### config.mk
export PLATFORM = sky130hd
export DESIGN_NAME = i2c_master
export DESIGN_NICKNAME = d
export VERILOG_FILES = /design/src/rtl/i2c_master.sv
export SDC_FILE = /design/constraint.sdc
export NUM_CORES = 1
export LEC_CHECK = 0
export ABC_AREA = 1
export BUFFER_PORTS_ARGS = -buffer_cell sky130_fd_sc_hd__buf_2
export CAP_MARGIN = 5
export CORE_MARGIN = 10
export CORE_UTILIZATION = 50
export DETAILED_ROUTE_END_ITERATION = 10
export PLACE_DENSITY = 0.71
export SKIP_CTS_REPAIR_TIMING = 1
export SLEW_MARGIN = 10
export SYNTH_ARGS = -nofsm -noshare
export SYNTH_HDL_FRONTEND = slang
export SYNTH_SLANG_ARGS = --single-unit
export TNS_END_PERCENT = 20
### constraint.sdc
create_clock -name i_clk -period 3.2 [get_ports i_clk]
set_clock_uncertainty 0.2 [all_clocks]
set_input_delay 0.64 -clock i_clk [delete_from_list [all_inputs] [get_ports i_clk]]
set_output_delay 0.64 -clock i_clk [all_outputs]
set_load 0.01 [all_outputs]
### src/rtl/i2c_master.sv
// Single-byte serial master: emits a fixed 20-bit frame (start, address, R/W, data)
// on o_sclk/o_sdata and samples ACKs and read data from the slave's return line.
module i2c_master #(
    parameter int CLK_DIV = 4
) (
    input  logic       i_clk,
    input  logic       i_rst_n,
    input  logic       i_start,
    input  logic       i_rw,
    input  logic [6:0] i_addr,
    input  logic [7:0] i_wdata,
    output logic       o_busy,
    output logic       o_done,
    output logic [7:0] o_rdata,
    output logic       o_nack,
    output logic       o_data_nack,
    output logic       o_sclk,
    output logic       o_sdata,
    input  logic       i_sdata
);

    localparam logic [1:0] S_IDLE = 2'd0;
    localparam logic [1:0] S_LOW  = 2'd1;
    localparam logic [1:0] S_HIGH = 2'd2;
    localparam logic [1:0] S_DONE = 2'd3;

    localparam logic [7:0] DIV_LAST = 8'(CLK_DIV - 1);
    localparam logic [4:0] K_LAST   = 5'd19;

    logic [1:0] state_r;
    logic [7:0] div_r;
    logic [4:0] k_r;
    logic       rw_r;
    logic [6:0] addr_r;
    logic [7:0] wdata_r;
    logic [2:0] rd_idx_s;

    // Read byte arrives MSB first on bits 11..18.
    assign rd_idx_s = 3'(5'd18 - k_r);

    // Outbound data bit for frame position k; after an address NACK the line is held high.
    function automatic logic bit_value(input logic [4:0] k, input logic rw,
                                       input logic [6:0] addr, input logic [7:0] wdata,
                                       input logic nack);
        logic       v;
        logic [2:0] a_idx;
        logic [2:0] w_idx;
        a_idx = 3'(5'd7 - k);
        w_idx = 3'(5'd17 - k);
        if (k == 5'd0) begin
            v = 1'b0;
        end else if (k <= 5'd7) begin
            v = addr[a_idx];
        end else if (k == 5'd8) begin
            v = rw;
        end else if ((k >= 5'd10) && (k <= 5'd17) && !rw && !nack) begin
            v = wdata[w_idx];
        end else begin
            v = 1'b1;
        end
        return v;
    endfunction

    // Frame sequencer: divider, bit counter, serial outputs and captured status.
    always_ff @(posedge i_clk or negedge i_rst_n) begin
        if (!i_rst_n) begin
            state_r     <= S_IDLE;
            div_r       <= 8'd0;
            k_r         <= 5'd0;
            rw_r        <= 1'b0;
            addr_r      <= 7'd0;
            wdata_r     <= 8'd0;
            o_busy      <= 1'b0;
            o_done      <= 1'b0;
            o_rdata     <= 8'd0;
            o_nack      <= 1'b0;
            o_data_nack <= 1'b0;
            o_sclk      <= 1'b0;
            o_sdata     <= 1'b1;
        end else begin
            case (state_r)
                S_IDLE: begin
                    o_done <= 1'b0;
                    if (i_start) begin
                        rw_r        <= i_rw;
                        addr_r      <= i_addr;
                        wdata_r     <= i_wdata;
                        o_nack      <= 1'b0;
                        o_data_nack <= 1'b0;
                        k_r         <= 5'd0;
                        div_r       <= 8'd0;
                        o_busy      <= 1'b1;
                        o_sdata     <= 1'b0;
                        state_r     <= S_LOW;
                    end else begin
                        o_busy <= 1'b0;
                    end
                end
                S_LOW: begin
                    if (div_r == DIV_LAST) begin
                        div_r   <= 8'd0;
                        o_sclk  <= 1'b1;
                        state_r <= S_HIGH;
                        // Sample before the slave reacts to this rising edge.
                        if (k_r == 5'd10) begin
                            o_nack <= i_sdata;
                        end else if ((k_r >= 5'd11) && (k_r <= 5'd18) && rw_r && !o_nack) begin
                            o_rdata[rd_idx_s] <= i_sdata;
                        end else if ((k_r == K_LAST) && !rw_r && i_sdata) begin
                            o_data_nack <= 1'b1;
                        end else begin
                            o_data_nack <= o_data_nack;
                        end
                    end else begin
                        div_r <= div_r + 8'd1;
                    end
                end
                S_HIGH: begin
                    if (div_r == DIV_LAST) begin
                        div_r  <= 8'd0;
                        o_sclk <= 1'b0;
                        if (k_r == K_LAST) begin
                            o_sdata <= 1'b1;
                            o_done  <= 1'b1;
                            state_r <= S_DONE;
                        end else begin
                            k_r     <= k_r + 5'd1;
                            o_sdata <= bit_value(k_r + 5'd1, rw_r, addr_r, wdata_r, o_nack);
                            state_r <= S_LOW;
                        end
                    end else begin
                        div_r <= div_r + 8'd1;
                    end
                end
                S_DONE: begin
                    o_done  <= 1'b0;
                    o_busy  <= 1'b0;
                    state_r <= S_IDLE;
                end
                default: begin
                    o_done  <= 1'b0;
                    o_busy  <= 1'b0;
                    o_sclk  <= 1'b0;
                    o_sdata <= 1'b1;
                    state_r <= S_IDLE;
                end
            endcase
        end
    end

endmodule
Yosys cells after proc, flatten, opt, wreduce, memory -nomap -nowiden
Cells that the tools add are included.
{"block": "op_classes", "addsub": 5, "n_lt_le_gt_ge": 9, "n_eq_ne": 16, "muxes": 43, "bitwise": 1, "n_reduce_logical": 31}
{"cell": "$mux 1", "count": 21}
{"cell": "$ne 2x2->1 const B", "count": 9}
{"cell": "$mux 8", "count": 2}
{"cell": "$pmux 8 s2", "count": 1}
{"cell": "$mux 5", "count": 3}
{"cell": "$lt 3x4->1 const B", "count": 3}
{"cell": "$pmux 1 s2", "count": 6}
{"cell": "$reduce_and 3->1", "count": 4}
{"cell": "$reduce_and 4->1", "count": 3}
{"cell": "$reduce_bool 2->1", "count": 6}
{"cell": "$eq 5x4->1 const B", "count": 2}
{"cell": "$ge 5x4->1 const B", "count": 2}
{"cell": "$le 5x5->1 const B", "count": 2}
{"cell": "$pmux 5 s2", "count": 1}
{"cell": "$logic_and 1x1->1", "count": 9}
{"cell": "$add 8x1->8 const B", "count": 1}
{"cell": "$bwmux 8", "count": 1}
{"cell": "$eq 8x2->1 const B", "count": 1}
{"cell": "$mux 2", "count": 4}
{"cell": "$pmux 2 s4", "count": 1}
{"cell": "$bmux 1 s3", "count": 2}
{"cell": "$reduce_and 6->1", "count": 1}
{"cell": "$add 5x1->5 const B", "count": 1}
{"cell": "$eq 5x5->1 const B", "count": 1}
{"cell": "other kinds (14)", "count": 18}
{"block": "word_totals", "reg_bits": 45, "out_inout_bits": 14, "elab_cells": 118}

Logic depth before layout (Yosys ltp)
{"block": "logic_depth", "ltp_word": 12, "ltp_mapped": 17}

Worst setup path after synthesis
OpenSTA, ideal clock, no wires.
{"block": "synth_timing", "path_kind": "register -> register", "startpoint": "reg k_r[1]", "endpoint": "reg o_sdata", "setup_ns": 0.079, "arrival_time_ns": 1.844, "setup_slack_ns": 1.077, "path_stages_with_launch": 17, "path_buffers": 0, "period_less_slack_ns": 2.123, "path_cell_list": "dfrtp_1 -> ha_1 -> inv_1 -> nand2_1 -> nand2_2 -> inv_2 -> ha_1 -> inv_1 -> nand3_1 -> nand2_1 -> nand3_1 -> nand2_1 -> nand2_1 -> nand2_1 -> nand2_1 -> nand2_1 -> nand2_1"}
{"block": "synth_between", "elab_chain_cells": 12, "word_cells_on_any_way": 23, "classes_between": "3 x add/sub; 3 x order compare; 2 x eq/ne; 11 x mux; 4 x reduce/logical"}
{"element": "start: declaration", "line_no": "32", "source": "logic [4:0] k_r;"}
{"element": "start signal: assignment", "line_no": "127", "source": "k_r <= k_r + 5'd1;"}
{"element": "parallel branches: the longest is 9 deep, another holds $add 5x1->5"}
{"element": "$mux 1 *", "line_no": "122", "source": "if (k_r == K_LAST) begin"}
{"element": "$mux 1 *", "line_no": "119", "source": "if (div_r == DIV_LAST) begin"}
{"element": "$pmux 1 s2 *", "line_no": "81", "source": "case (state_r)"}
{"element": "end signal: assignment", "line_no": "128", "source": "o_sdata <= bit_value(k_r + 5'd1, rw_r, addr_r, wdata_r, o_nack);"}
{"element": "end: declaration", "line_no": "18", "source": "output logic o_sdata,"}
Every way passes the cells marked *. The select of a mux whose other input is x is not followed.
A chain may end at the register's enable or synchronous reset.

Worst setup path after layout
{"block": "layout_timing", "startpoint": "reg k_r[0]", "endpoint": "reg o_sdata"}
Same word-level chain as after synthesis.

==> run summary <==
outcome: complete, no violations
crit path from: k_r[0]$_DFFE_PN0P_
Synth Instances: 331
Yosys top cell by area: dfrtp_1
simple-gate share of the synthesized area: 0.304
Final min period: 2690 ps
RSZ-0062 raised after global routing: no
max-slew violations: 0
Placement Cell Area: 2790 um^2
Area contributors post-synth: dfrtp_1 (42%), nand2_1 (14%), ha_1 (5.8%), inv_1 (4.5%), o21ai_0 (4.1%)
Post-DRT Antenna Nets: 0
most common cell in the netlist: nand2_1
post-synthesis xor/xnor area fraction: 0.00675
H-tree Lvls: 2
CTS Buf Count: 5
Synth cell types: 30
Total GRT Usage: 0.141
mean routed wirelength per cell: 13.0 um
mux cell area share after synthesis: 0
EDFF count, synth: 0
Worst Path Arrival: 2720 ps
crit-path cells: ha_1 -> inv_1 -> nand2_1 -> nand2_2 -> inv_2 -> ha_1 -> inv_1 -> nand3_1 -> nand2_1 -> nand3_1 -> nand2_1 -> nand2_1 -> nand2_1 -> nand2_1 -> nand2_1 -> nand2_1
Synth Area in Adders: 0.0579
combinational family with the most area after synthesis: simple AND/OR/NAND/NOR gates
Peak VDD IR: 0.000565 V
WHS: 289 ps
reg2reg path depth: 16
flops & latches, synth: 45
f_max: 372 MHz
clk buf depth: 2
Max Cap Viol: 0
Layout Area Growth over Synthesis: 12.0%
cell mode on critical path: nand2_1
FP Rows: 26
Final Cell Area: 2910 um^2
post-DP HPWL: 4270 um
Layout Nets: 395
TNS Setup: 0 ps
Slowest-stage cell, CP: dfrtp_1
initial DRC count: 104
slack of the worst reg-to-reg path: 510 ps
I/O Buffers: 33
Die W: 92.0 um
Worst Setup EP: o_sdata$_DFFE_PN1P_
CP Class: flop to flop
worst skew pair latency: 290 ps
Post-synth top cells: nand2_1 (98), dfrtp_1 (44), inv_1 (31)
CP max stage delay: 790 ps
largest net degree at the start of global routing: 46
Async SR Flop Fraction: 1.00
syn_area_per_cell: 7.84 um^2
clk sink count: 45
Slew HR: 0.356
Critical Path Start Type: flop
total grt overflow: 0
Warnings, synthesis: 0
final WL: 5620 um
reg2reg start: k_r[0]$_DFFE_PN0P_
final hold violation count: 0
area share of the largest cell type after synthesis: 0.424
Synth Flop Type: dfrtp_1
PwrDens: 847 nW/um^2
detailed-route via count: 2195
peak fanout along the critical path: 22
CTS tree: yes
n_diodes: 0
DIE AREA: 8470 um^2
Mapped Area: 2590 um^2
GP Congestion: 0.865
fraction of layout cells with a size suffix above 1: 0.187
first-pass GRT wire length: 10100 um
part of the cycle the worst path needs: 0.840
sequential share of the synthesized area: 0.434
Setup-failing EPs final: 0
worst hold path type: flop to flop
Mapped Nets: 363
post-synthesis compound-gate area fraction: 0.115
Core Footprint: 5070 um^2
I/O Pins: 34
DR DRC count: 0
CP endpoint kind: flop
vias in the first global route: 2231
Crit path required time: 3230 ps
Starting Density: 0.511
worst slew pin tran: 966 ps
static leakage power: 1.40 nW
clock root buffer: clkbuf_8
initial antenna violation count: 0
drt via density: 5.06
Design Power: 2.46 mW
clock-pin slew on the worst setup and hold paths: 80 ps
Die Y: 92.0 um
RR Endpoint: o_sdata$_DFFE_PN1P_
drt pass-1 iters: 4
## layout by cell type (no fill, tap or decap), drive strengths merged, types with 7 or more instances in the layout
| cell type | n |
|---|---|
| a21oi | 14 |
| buf | 34 |
| clkbuf | 7 |
| dfrtp | 44 |
| ha | 12 |
| inv | 39 |
| nand2 | 104 |
| nand3 | 19 |
| nand4 | 11 |
| nor2 | 28 |
| o21ai | 35 |
## layer usage
| layer | part of all wire | routed length, um | global-route usage | vias up |
|---|---|---|---|---|
| li1 | - | - | - | 1134 |
| met1 | 0.48 | 2700 | 0.179 | 1020 |
| met2 | 0.47 | 2630 | 0.234 | 34 |
| met3 | 0.042 | 234 | 0.0334 | 7 |
| met4 | 0.010 | 58 | 0.0386 | 0 |
| met5 | 0 | 0 | 0 | - |
## critical path, delay by kind of cell (launching register included)
kind	cells	cell delay [ps]
DFF	1	790
and+or+nand+nor	11	750
buffers and inverters	3	290
adders and majority gates	2	610
## where the power goes
| part | switching [mW] | leakage (nW) | total [mW] | internal, mW |
|---|---|---|---|---|
| clock network | 0.182 | 0.0585 | 0.437 | 0.255 |
| registers | 0.137 | 0.543 | 0.879 | 0.742 |
| logic | 0.758 | 0.802 | 1.15 | 0.387 |
| total | 1.08 | 1.40 | 2.46 | 1.38 |
## worst min path at each step
stage	endpoint	from	slack, ps	depth (start not counted)
finish	o_rdata[4]$_DFFE_PN0P_	o_rdata[4]$_DFFE_PN0P_	290	2
floorplan	addr_r[0]$_DFFE_PN0P_	i_rst_n	140	0
global placement	addr_r[1]$_DFFE_PN0P_	addr_r[1]$_DFFE_PN0P_	260	2
global route	addr_r[1]$_DFFE_PN0P_	addr_r[1]$_DFFE_PN0P_	320	2
detailed placement	addr_r[1]$_DFFE_PN0P_	addr_r[1]$_DFFE_PN0P_	270	2
CTS	addr_r[2]$_DFFE_PN0P_	addr_r[2]$_DFFE_PN0P_	300	2
## area by class of cell
type	instances	area, um^2
timing repair buffer	34	173
fill	481	2170
multi-input combinational	238	1260
inverter	39	146
clock inverter	1	30.0
sequential	45	1130
clock buffer	7	86.3
tap	70	87.6
## registers in the layout, indices dropped and copies added, names as in the netlist
signal	count
o_sdata	1
wdata_r	8
o_busy	1
addr_r	7
k_r	5
state_r	2
o_nack	1
o_data_nack	1
o_rdata	8
rw_r	1
o_sclk	1
o_done	1
div_r	8
## through the flow
| stage | setup slack [ps] | std cells | utilization |
|---|---|---|---|
| after global routing | 218 | 434 | 0.573 |
| after CTS | 508 | 434 | 0.573 |
| after global placement | 663 | 426 | 0.550 |
| after detailed placement | 543 | 426 | 0.550 |
| after floorplan | 1080 | 331 | - |
| final | 512 | 434 | 0.573 |
## kinds of logic after synthesis
logic type,after synthesis
AO/OA/AOI/OAI,54
XOR/XNOR,2
buffers and inverters,48
flip-flops,45
AND/OR/NAND/NOR,170
adder cells (fa/ha/maj),12
Power figures use the tool's default switching activity.
